`config.mk`:
```
export PLATFORM = sky130hd
export DESIGN_NAME = ifu_fetch_stage
export DESIGN_NICKNAME = d
export VERILOG_FILES = /design/src/rtl/core_pkg.sv /design/src/rtl/ifid_reg.sv /design/src/rtl/ifu_fetch_stage.sv
export SDC_FILE = /design/constraint.sdc
export NUM_CORES = 1
export LEC_CHECK = 0
export ABC_CLOCK_PERIOD_IN_PS = 4200
export CORE_MARGIN = 2
export CORE_UTILIZATION = 36
export CTS_CLUSTER_DIAMETER = 30
export DETAILED_ROUTE_END_ITERATION = 10
export DONT_BUFFER_PORTS = 1
export PLACE_DENSITY_LB_ADDON = 0.1
export SKIP_LAST_GASP = 1
export SYNTH_ARGS = -nofsm -noshare
export SYNTH_HDL_FRONTEND = slang
export SYNTH_SLANG_ARGS = --single-unit
```
`constraint.sdc`:
```
create_clock -name clk_i -period 4.2 [get_ports clk_i]
set_input_delay 0.42 -clock clk_i [delete_from_list [all_inputs] [get_ports clk_i]]
set_output_delay 0.42 -clock clk_i [all_outputs]
set_load 0.01 [all_outputs]
```
`src/rtl/core_pkg.sv`:
```
// Shared types and constants for the core pipeline.
package core_pkg;

  // addi x0,x0,0 -- the canonical bubble encoding
  localparam logic [31:0] NOP_INSTR = 32'h0000_0013;

  // Fetch controller states (2-bit encoding, value 3 unused)
  typedef enum logic [1:0] {
    S_IDLE = 2'd0,
    S_WAIT = 2'd1,
    S_DROP = 2'd2
  } fetch_state_e;

  // Contents of a fetch/decode pipeline register
  typedef struct packed {
    logic [31:0] pc;
    logic [31:0] instr;
    logic        valid;
  } ifid_reg_t;

  // Sequential PC step; wraps modulo 2^32
  function automatic logic [31:0] pc_step(input logic [31:0] pc);
    return pc + 32'd4;
  endfunction

endpackage

```
`src/rtl/ifid_reg.sv`:
```
// Pipeline register with clear-over-write priority. Clear inserts a bubble and
// keeps the PC; a write of an invalid entry also yields a bubble and keeps the PC.
module ifid_reg
  import core_pkg::*;
#(
  parameter logic [31:0] BUBBLE_INSTR = NOP_INSTR
) (
  input  logic      clk,
  input  logic      rst_n,
  input  logic      clear,
  input  logic      wren,
  input  ifid_reg_t d,
  output ifid_reg_t q
);

  ifid_reg_t q_reg;

  // Register update: clear beats write, otherwise hold
  always_ff @(posedge clk or negedge rst_n) begin
    if (!rst_n) begin
      q_reg.pc    <= 32'd0;
      q_reg.instr <= BUBBLE_INSTR;
      q_reg.valid <= 1'b0;
    end else if (clear) begin
      q_reg.valid <= 1'b0;
      q_reg.instr <= BUBBLE_INSTR;
    end else if (wren) begin
      q_reg.valid <= d.valid;
      q_reg.instr <= d.valid ? d.instr : BUBBLE_INSTR;
      if (d.valid) begin
        q_reg.pc <= d.pc;
      end
    end
  end

  assign q = q_reg;

endmodule

```
`src/rtl/ifu_fetch_stage.sv`:
```
// Instruction fetch stage: owns the PC, keeps one instruction-memory request
// outstanding at most, buffers one returned instruction and feeds IF/ID.
module ifu_fetch_stage
  import core_pkg::*;
#(
  parameter logic [31:0] RESET_PC  = 32'h0000_0000,
  parameter logic [31:0] NOP_INSTR = 32'h0000_0013
) (
  input  logic        clk_i,
  input  logic        rst_ni,
  input  logic        pc_wren_i,
  input  logic        IFID_wren_i,
  input  logic        IFID_clear_i,
  input  logic        br_flush_i,
  input  logic [31:0] br_target_i,
  output logic        imem_req_o,
  output logic [31:0] imem_addr_o,
  input  logic        imem_rvalid_i,
  input  logic [31:0] imem_rdata_i,
  output logic [31:0] IFID_pc_o,
  output logic [31:0] IFID_pc4_o,
  output logic [31:0] IFID_instr_o,
  output logic        IFID_valid_o,
  output logic        fetch_busy_o
);

  fetch_state_e state_q, state_d;
  logic [31:0]  pc_q;
  logic [31:0]  fetch_pc;
  logic         hold_valid;
  logic [31:0]  hold_instr;
  logic [31:0]  hold_pc;
  logic         issue;
  logic         busy;
  logic         consume;
  logic         refill;
  ifid_reg_t    ifid_d, ifid_q;

  // The decode stage takes the buffered instruction this cycle
  assign consume = IFID_wren_i & ~IFID_clear_i & hold_valid;

  // A response lands in the buffer only if no redirect kills it
  assign refill = (state_q == S_WAIT) & imem_rvalid_i & ~br_flush_i;

  // Next-state and request decode
  always_comb begin
    state_d = state_q;
    issue   = 1'b0;
    busy    = 1'b0;
    case (state_q)
      S_IDLE: begin
        // rst_ni gating keeps the request low for the whole reset interval
        if (rst_ni && pc_wren_i && !br_flush_i && (!hold_valid || consume)) begin
          issue   = 1'b1;
          state_d = S_WAIT;
        end
      end
      S_WAIT: begin
        busy = 1'b1;
        if (br_flush_i) begin
          state_d = imem_rvalid_i ? S_IDLE : S_DROP;
        end else if (imem_rvalid_i) begin
          state_d = S_IDLE;
        end
      end
      S_DROP: begin
        busy = 1'b1;
        // A further flush does not change anything here; the stale response
        // still retires the outstanding request so the fetcher cannot lock up.
        if (imem_rvalid_i) begin
          state_d = S_IDLE;
        end
      end
      default: begin
        state_d = S_IDLE;
      end
    endcase
  end

  // State register
  always_ff @(posedge clk_i or negedge rst_ni) begin
    if (!rst_ni) begin
      state_q <= S_IDLE;
    end else begin
      state_q <= state_d;
    end
  end

  // PC and address of the outstanding request; redirect beats stall
  always_ff @(posedge clk_i or negedge rst_ni) begin
    if (!rst_ni) begin
      pc_q     <= RESET_PC;
      fetch_pc <= RESET_PC;
    end else if (br_flush_i) begin
      pc_q <= br_target_i;
    end else if (issue) begin
      fetch_pc <= pc_q;
      pc_q     <= pc_step(pc_q);
    end
  end

  // One-entry instruction buffer; a refill wins over a same-cycle consume
  always_ff @(posedge clk_i or negedge rst_ni) begin
    if (!rst_ni) begin
      hold_valid <= 1'b0;
      hold_instr <= NOP_INSTR;
      hold_pc    <= 32'd0;
    end else if (br_flush_i) begin
      hold_valid <= 1'b0;
    end else if (refill) begin
      hold_valid <= 1'b1;
      hold_instr <= imem_rdata_i;
      hold_pc    <= fetch_pc;
    end else if (consume) begin
      hold_valid <= 1'b0;
    end
  end

  assign ifid_d.pc    = hold_pc;
  assign ifid_d.instr = hold_instr;
  assign ifid_d.valid = hold_valid;

  ifid_reg #(
    .BUBBLE_INSTR(NOP_INSTR)
  ) u_ifid_reg (
    .clk   (clk_i),
    .rst_n (rst_ni),
    .clear (IFID_clear_i),
    .wren  (IFID_wren_i),
    .d     (ifid_d),
    .q     (ifid_q)
  );

  assign imem_req_o   = issue;
  assign imem_addr_o  = pc_q;
  assign fetch_busy_o = busy;
  assign IFID_pc_o    = ifid_q.pc;
  assign IFID_pc4_o   = pc_step(ifid_q.pc);
  assign IFID_instr_o = ifid_q.instr;
  assign IFID_valid_o = ifid_q.valid;

endmodule

```
==> metrics, run 1 <==
number of flops mapped to enable cells by yosys=0; failing checks=negative hold slack; synth unique cells=between 50 and 60; clk sinks=196; Primary FF master, synth=dfrtp_1; fill count=between 2000 and 2500; Clock Path Buffers=2; Antenna diodes=0; layout cells sized above 1=0.151; Port Buf Inserts=0; Cells after Synth=799; FF+latch area=4910 um^2; CP max stage cell=nor4_2; CP Max Fanout=8; setup TNS=0 ns; 1st-iter DRT viols=371; Total Power=between 0.005 and 0.006 W; Cell Area, Synth=8550 um^2; CTS tree=built; clk_skew=around 0.011 ns; I/O Pins=202; Max rail drop VDD=~250 uV; Top Family by Delay on Critical Path=simple AND/OR/NAND/NOR gates; DRC violations left=0; grt total ovfl=0; Area Growth Syn to Fin=9.86%; largest net degree at the start of global routing=198; worst slew pin tran=about 1.3 ns; Post-Route WL=between 20000 and 25000 um; power per standard cell area=622 nW/um^2; synthesis-stage register bit count=196; final worst-path cycle share=0.660; Critical Path AT=2.35 ns; Pleak=4.32 nW; critical path type=reg -> out; worst setup margin=1.43 ns; Most common cell on crit path=nand4_1; num rows=56; initial core utilization=0.365; Overall Global Routing Usage=0.168; CTS H-tree lvls=4; fin nets=859; Achievable Freq=361 MHz; number of antenna violations at the first check in global routing=0; max reg flops=65; Die Height=158 um; post-DR vias/cell=5.13; final count of hold timing violations=196; WL per Instance=18.6 um; status=complete, but fails checks; Yosys warning total=0; first-pass GRT wire length=32600 um; Hold WS=-0.324 ns; first drt pass iteration count=4; CP Cell Sequence=nand4_1 -> nor4_2 -> nand4_1 -> xnor2_1; startpoint types=flip-flop; DP Worst Slack=1.59 ns; Die Area=25000 um^2; core area=~23000 um^2; Final min period=2.77 ns; Mapped Avg Cell Area=10.7 um^2; multi-input combinational cell area=about 3400 um^2; RSZ-0062 raised after global routing=no; Chip Width=158 um; CP bufs+invs=0; hold crit path type=in -> async; GP Congestion=~0.8; post-route ant nets=0; clock transition at the registers of the reported paths=approximately 0.08 ns; total CTS buffers=17; CP Data Required Time=3.78 ns; clk_lat worst skew=0.43 ns; Async S/R FF share, synth=1.00; Synth Net Count=876; CP max stage delay=roughly 0.7 ns; Final Max Tran Viols=0; total number of vias=about 5700; Worst slew margin=0.147; Seq/Total Area, Yosys=0.574; CP endpoint kind=primary output; setup violators final=0; vias in the first global route=5630; total of max-cap violations=0; hpwl dp=14000 um; root buffer cell=clkbuf_16
-- placed cells by master, fill, tap and decap left out, types with 11 or more instances in the layout --
cell	netlist	routed
nand2_1	224	223
dfrtp_1	190	190
mux2_2	66	66
nand3_1	34	34
a22o_1	29	29
o21ai_0	28	28
nor2_1	27	26
xnor2_1	24	24
clkbuf_16	0	17
nand4_1	16	16
inv_1	11	11
xor2_1	11	11
-- synthesized netlist by cell type, types with 3 or more instances --
cell	n	area (um^2)
o21bai_1	7	52.6
or4_1	5	37.5
dfstp_2	6	158
mux2i_1	4	40.0
nor2_1	27	101
buf_2	12	60.1
xor2_1	11	96.3
o311ai_0	3	26.3
clkbuf_1	20	75.1
nor2b_1	5	31.3
nor3_1	8	40.0
ha_1	6	75.1
o32a_1	3	30.0
a21boi_0	3	22.5
mux2_2	66	743
a22o_1	29	254
nand4_1	16	100
nand3_1	34	170
xnor2_1	24	210
inv_1	11	41.3
dfrtp_1	190	4750
nand2_1	224	841
a21oi_1	5	25.0
and3_1	4	25.0
a22oi_1	6	45.0
o21ai_0	28	140
buf_1	5	18.8
-- stage by stage --
stage | instances | util | instance area, um^2
after floorplan | 799 | - | 8550
after global placement | 1082 | 0.377 | 8820
after detailed placement | 1082 | 0.377 | 8820
after CTS | 1114 | 0.401 | 9390
after global routing | 1114 | 0.402 | 9400
final | 1114 | 0.402 | 9400
-- power by group --
| part | internal, W | total (W) | switching [W] |
|---|---|---|---|
| Sequential | 0.00253 | 0.00322 | 0.000695 |
| Clock | 0.000806 | 0.00159 | 0.000788 |
| Combinational | 0.000520 | 0.00103 | 0.000512 |
| Total | 0.00385 | 0.00585 | 0.00199 |
-- layer usage --
metal,routed length (um),vias up,track usage
li1,-,2718,-
met1,10100,2832,0.250
met2,9220,160,0.243
met3,1220,7,0.0430
met4,144,0,0.0459
met5,0,-,0
-- final timing paths --
path,to,cells after the start,slack (ns),start
setup / recovery,IFID_pc4_o[29],4,1.43,u_ifid_reg.q[42]$_DFFE_PN0P_
hold / removal,u_ifid_reg.q[8]$_DFFE_PN0P_,0,-0.32,rst_ni
setup reg to reg,hold_pc[16]$_DFFE_PN0P_,6,1.61,state_q[1]$_DFFE_PN0P_
hold reg to reg,u_ifid_reg.q[53]$_DFFE_PN0P_,2,0.47,hold_pc[20]$_DFFE_PN0P_
max in group asynchronous,u_ifid_reg.q[36]$_DFFE_PN0P_,0,4.16,rst_ni
min in group clk_i,imem_addr_o[10]$_DFFE_PN0P_,1,0.08,br_flush_i
-- logic make-up after synthesis --
logic type                 synth area share
and+or+nand+nor                       0.179
buffers and inverters                0.0250
DFF                                   0.574
adders and majority gates           0.00878
muxes                                0.0916
AOI/OAI and AO/OA                    0.0851
xor gates and xnor gates             0.0358
-- cell type report --
class | instances | area share
inverter | 12 | 0.00479
timing repair buffer | 3 | 0.00240
clock inverter | 14 | 0.0140
tap | 319 | 0.0425
clock buffer | 18 | 0.0467
sequential | 196 | 0.523
multi-input combinational | 552 | 0.367
-- timing repair --
action                                 in CTS  in global routing
resized for setup                           0                  0
setup endpoints to repair                   0                  0
buffers inserted                            0                  0
endpoints found under the hold margin     196                196
Note: power is estimated with default switching activity, not from simulation.
==> inputs of run 2 (changes only) <==
--- a/config.mk
+++ b/config.mk
@@ -5,7 +5,7 @@
 export SDC_FILE = /design/constraint.sdc
 export NUM_CORES = 1
 export LEC_CHECK = 0
-export ABC_CLOCK_PERIOD_IN_PS = 4200
+export ABC_CLOCK_PERIOD_IN_PS = 2460
 export CORE_MARGIN = 2
 export CORE_UTILIZATION = 36
 export CTS_CLUSTER_DIAMETER = 30
==> constraint.sdc (replaced) <==
create_clock -name clk_i -period 2.46 [get_ports clk_i]
set_input_delay 0.246 -clock clk_i [delete_from_list [all_inputs] [get_ports clk_i]]
set_output_delay 0.246 -clock clk_i [all_outputs]
set_load 0.01 [all_outputs]
==> metrics, run 2 (synthesized netlist as in run 1, its figures left out) <==
root buffer cell=clkbuf_16; critical path type=reg -> out; grt total ovfl=0; final count of hold timing violations=196; Critical Path AT=2.07 ns; hold crit path type=in -> async; layout cells sized above 1=0.167; initial core utilization=0.365; Die Height=158 um; largest net degree at the start of global routing=between 150 and 200; Worst slew margin=0.300; total CTS buffers=17; Pleak=roughly 4.7 nW; fin nets=934; CP Max Fanout=6; post-DR vias/cell=5.12; Final Max Tran Viols=0; setup violators final=0; clk_skew=0.0145 ns; Max rail drop VDD=roughly 340 uV; Chip Width=roughly 160 um; power per standard cell area=roughly 1000 nW/um^2; Die Area=about 25000 um^2; post-route ant nets=0; total number of vias=6089; Hold WS=-0.496 ns; Antenna diodes=0; final worst-path cycle share=0.942; Clock Path Buffers=2; vias in the first global route=6183; CP Data Required Time=around 2.2 ns; startpoint types=flip-flop; 1st-iter DRT viols=334; first drt pass iteration count=4; Final min period=2.32 ns; hpwl dp=between 10000 and 15000 um; worst slew pin tran=between 1 and 1.5 ns; CTS tree=built; clock transition at the registers of the reported paths=approximately 0.080 ns; Post-Route WL=21800 um; CTS H-tree lvls=4; most frequent cells in the layout=nand2_1, dfrtp_1, mux2_2; first-pass GRT wire length=34400 um; status=complete, but fails checks; clk sinks=196; most common cell after layout, fill and taps aside=nand2_1; number of antenna violations at the first check in global routing=0; DRC violations left=0; WL per Instance=~18 um; Achievable Freq=~430 MHz; failing checks=negative hold slack; num rows=between 50 and 60; total of max-cap violations=0; max reg flops=65; Area Growth Syn to Fin=19.1%; Overall Global Routing Usage=0.178; Post-DP Area=8940 um^2; GP Congestion=0.774; hold_buf cts=61; I/O Pins=202; post-layout instance area=10200 um^2; Port Buf Inserts=0; CP endpoint kind=primary output; clk_lat worst skew=0.43 ns; core area=23400 um^2; RSZ-0062 raised after global routing=yes
==> run 2: cell count changes in the layout (fill, tap and decap cells not counted), sizes merged <==
cell,delta
dlygate4sd3,+60
clkinv,+2
bufinv,+1
clkbuf,+1
inv,-2
buf,+15
clkinvlp,-2
==> run 2: layer usage <==
layer	vias to the layer above	GRT usage	share of wire
met2	199	0.273	0.44
li1	2871	-	-
met1	3006	0.248	0.48
met3	13	0.0498	0.063
met5	-	0	0
met4	0	0.0455	0.0099
==> run 2: cell type report <==
type / instances / area, um^2
inverter: 12 / 45.0
sequential: 196 / 4920
clock buffer: 19 / 433
clock inverter: 13 / 135
tap: 319 / 399
fill: 2306 / 13200
multi-input combinational: 552 / 3480
timing repair buffer: 78 / 773
==> run 2: final timing paths <==
path                                         startpoint                            to  slack [ns]  cells past startpoint
min                                              rst_ni   u_ifid_reg.q[8]$_DFFE_PN0P_       -0.50                      0
min reg2reg                     hold_pc[27]$_DFFE_PN0P_  u_ifid_reg.q[60]$_DFFE_PN0P_        0.47                      2
max in group asynchronous                        rst_ni  u_ifid_reg.q[43]$_DFFE_PN0P_        2.54                      0
max                        u_ifid_reg.q[39]$_DFFE_PN0P_                IFID_pc4_o[20]        0.14                      6
min in group clk_i                      br_target_i[26]   imem_addr_o[26]$_DFFE_PN0P_        0.03                      2
max reg2reg                      state_q[1]$_DFFE_PN0P_    imem_addr_o[4]$_DFFE_PN0P_        0.26                      7
==> run 2: what timing repair did <==
action,CTS,global route
endpoints found under the hold margin,258,196
endpoints found under the setup margin,2,13
buffers inserted,0,1
gates resized for setup,1,11
pin swaps,0,1
==> run 2: report_power, final <==
group / internal [W] / switching [W]
clock network: 0.00144 / 0.00131
logic: 0.000995 / 0.000930
registers: 0.00433 / 0.00119
==> run 2: stage by stage <==
stage,utilization,instances,worst slack [ns],power [W],TNS (ns)
2_1_floorplan,-,799,0.621,0.00675,0
3_3_place_gp,0.382,1095,0.397,0.00729,0
3_5_place_dp,0.382,1095,0.287,0.00740,0
4_1_cts,0.433,1188,0.00355,0.0103,0
5_1_grt,0.435,1189,-0.00264,0.0109,-0.00672
6_report,0.435,1189,0.142,0.0102,0
==> run 2: critical path, stage by stage (launching register included) <==
cell	delay [ns]
dfrtp_1	0.48
nand4_1	0.13
buf_4	0.17
nor4_2	0.27
buf_4	0.19
nand4_1	0.12
xnor2_1	0.28
==> inputs of run 3 (changes only) <==
--- a/config.mk
+++ b/config.mk
@@ -5,6 +5,7 @@
 export SDC_FILE = /design/constraint.sdc
 export NUM_CORES = 1
 export LEC_CHECK = 0
+export ABC_AREA = 1
 export ABC_CLOCK_PERIOD_IN_PS = 2460
 export CORE_MARGIN = 2
 export CORE_UTILIZATION = 36
==> metrics, run 3 <==
Pleak=around 5 nW; clk_skew=~0.016 ns; critical path type=reg -> out; Antenna diodes=0; failing checks=negative hold slack; clk sinks=196; total CTS buffers=17; CTS tree=built; Achievable Freq=431 MHz; Chip Width=164 um; Seq/Total Area, Yosys=0.530; FF+latch area=around 5000 um^2; top post-synthesis cells by area=dfrtp_1, nand2_1, o21ai_0; combinational group share of total power=0.223; multi-input combinational cell area=approximately 3700 um^2; Clock Path Buffers=2; cell taking the most area after synthesis=dfrtp_1; I/O Pins=202; final worst-path cycle share=0.943; DRC violations left=0; worst slew pin tran=0.739 ns; final count of hold timing violations=196; Die Area=approximately 27000 um^2; Worst slew margin=0.506; GP Congestion=0.831; vias in the first global route=7034; Post-DP Area=9590 um^2; clk_lat worst skew=around 0.44 ns; worst setup margin=0.140 ns; Cells after Synth=1145; startpoint types=flip-flop; Yosys warning total=0; Max rail drop VDD=403 uV; total of max-cap violations=0; Mapped Avg Cell Area=around 8.1 um^2; Adder-Cell Fraction of Synth Area=0.00810; CP Max Fanout=4; dpl cells=1442; Primary FF master, synth=dfrtp_1; Final Non-Filler Cells=1524; Port Buf Inserts=0; layout cells sized above 1=0.0804; DP Worst Slack=~0.6 ns; Flop pwr share=0.511; RSZ-0062 raised after global routing=yes; Synth Net Count=1222; Final min period=roughly 2.3 ns; Hold WS=-0.498 ns; post-route ant nets=0; Net Sw Power=0.00408 W; grt total ovfl=0; Clk network pwr share=0.266; Async S/R FF share, synth=1.00; WL per Instance=16.2 um; largest family of logic cells by synthesized area=simple AND/OR/NAND/NOR gates; total number of vias=7198; initial core utilization=0.367; FF-to-FF setup slack=0.64 ns; switching share of power=0.381; Int Pwr=0.00662 W; Overall Global Routing Usage=0.183; most common cell after layout, fill and taps aside=nand2_1; Post-Route WL=24700 um; hold_buf cts=50; Area Growth Syn to Fin=15.8%; R2R depth=6; num rows=just under 60; fin nets=between 1000 and 1500; core area=~25000 um^2; simple-gate share of the synthesized area=0.255; largest net degree at the start of global routing=198; power per standard cell area=998 nW/um^2; CP endpoint kind=primary output; number of flops mapped to enable cells by yosys=0; complex-gate fraction of the synthesized area=0.0995; proportion of synthesized area in mux cells=0.00851; first-pass GRT wire length=a little under 40000 um; hpwl dp=17600 um; max reg flops=65; 1st-iter DRT viols=around 440; Post-CTS Setup Bufs=0; hold crit path type=in -> async; most frequent cells in the layout=nand2_1, dfrtp_1, inv_1; post-DR vias/cell=4.72; root buffer cell=clkbuf_16; synth unique cells=38; post-layout instance area=about 11000 um^2; most frequent cell after synthesis=nand2_1; number of antenna violations at the first check in global routing=0; Die Height=around 160 um; top cell type's share of synthesized area=0.513; fill count=roughly 2600; CTS H-tree lvls=4; status=complete, but fails checks; origin of the worst setup path=u_ifid_reg.q[36]$_DFFE_PN0P_; synthesis-stage register bit count=196; CP Data Required Time=2.21 ns; Reg-to-Reg Start=state_q[1]$_DFFE_PN0P_; setup violators final=0; XOR/XNOR share of the synthesized area=0.0217; worst reg2reg path endpoint=hold_instr[27]$_DFFE_PN0P_; Synth top cells by count=nand2_1, dfrtp_1, inv_1, o21ai_0, nor2_1; Final Max Tran Viols=0; Cell Area, Synth=9270 um^2; first drt pass iteration count=4; clock transition at the registers of the reported paths=0.08 ns; Critical Path AT=2.07 ns
run 3: how the worst max path moves through the flow:
stage,to,slack [ns],cells past startpoint
finish,IFID_pc4_o[18],0.14,6
global route,IFID_pc4_o[18],-0.009,6
CTS,IFID_pc4_o[18],0.11,6
detailed placement,IFID_pc4_o[18],0.60,6
global placement,IFID_pc4_o[17],0.60,6
floorplan,IFID_pc4_o[12],0.84,6
run 3: metrics by stage:
stage	TNS, ns	utilization	power [W]	hold WS [ns]
floorplan	0	-	0.00705	-0.0496
global placement	0	0.380	0.00781	-0.0449
detailed placement	0	0.380	0.00789	-0.0464
CTS	0	0.424	0.0108	-0.522
global route	-0.00882	0.425	0.0115	-0.519
finish	0	0.425	0.0107	-0.498
run 3: cell families (layout without fill, tap and decap cells):
group	Yosys count	after routing
AND/OR/NAND/NOR	558	558
flip-flops	196	196
AO/OA/AOI/OAI	179	179
buffers and inverters	176	225
XOR/XNOR	23	23
multiplexers	7	7
adder cells (fa/ha/maj)	6	6
run 3: worst max-delay path, cell delays in order (launching register included):
cell and delay [ns]:
dfrtp_1 0.48, ha_1 0.26, nand3_2 0.16, inv_1 0.16, nand2_1 0.16, nor2_1 0.22, xor2_2 0.20
run 3: cell type report:
cell class,instances,area share
sequential,196,0.458
clock buffer,17,0.0397
tap,330,0.0385
timing repair buffer,60,0.0571
clock inverter,15,0.0187
multi-input combinational,773,0.341
inverter,133,0.0467
run 3: what timing repair did:
action / CTS / global route
endpoints found under the hold margin: 246 / 196
resized for setup: 0 / 2
endpoints found under the setup margin: 0 / 2
run 3: routing by layer:
layer	part of all wire	vias to the layer above	track usage
met1	0.49	3331	0.267
li1	-	3663	-
met2	0.43	188	0.275
met3	0.068	16	0.0437
met5	0	-	0
met4	0.011	0	0.0427
run 3: power by group through the flow:
stage / logic (W) / clock network (W) / registers, W
final: 0.00238 / 0.00285 / 0.00547
after global routing: 0.00277 / 0.00307 / 0.00565
after CTS: 0.00242 / 0.00294 / 0.00548
after detailed placement: 0.00234 / 0 / 0.00554
after global placement: 0.00229 / 0 / 0.00552
after floorplan: 0.00190 / 0 / 0.00515
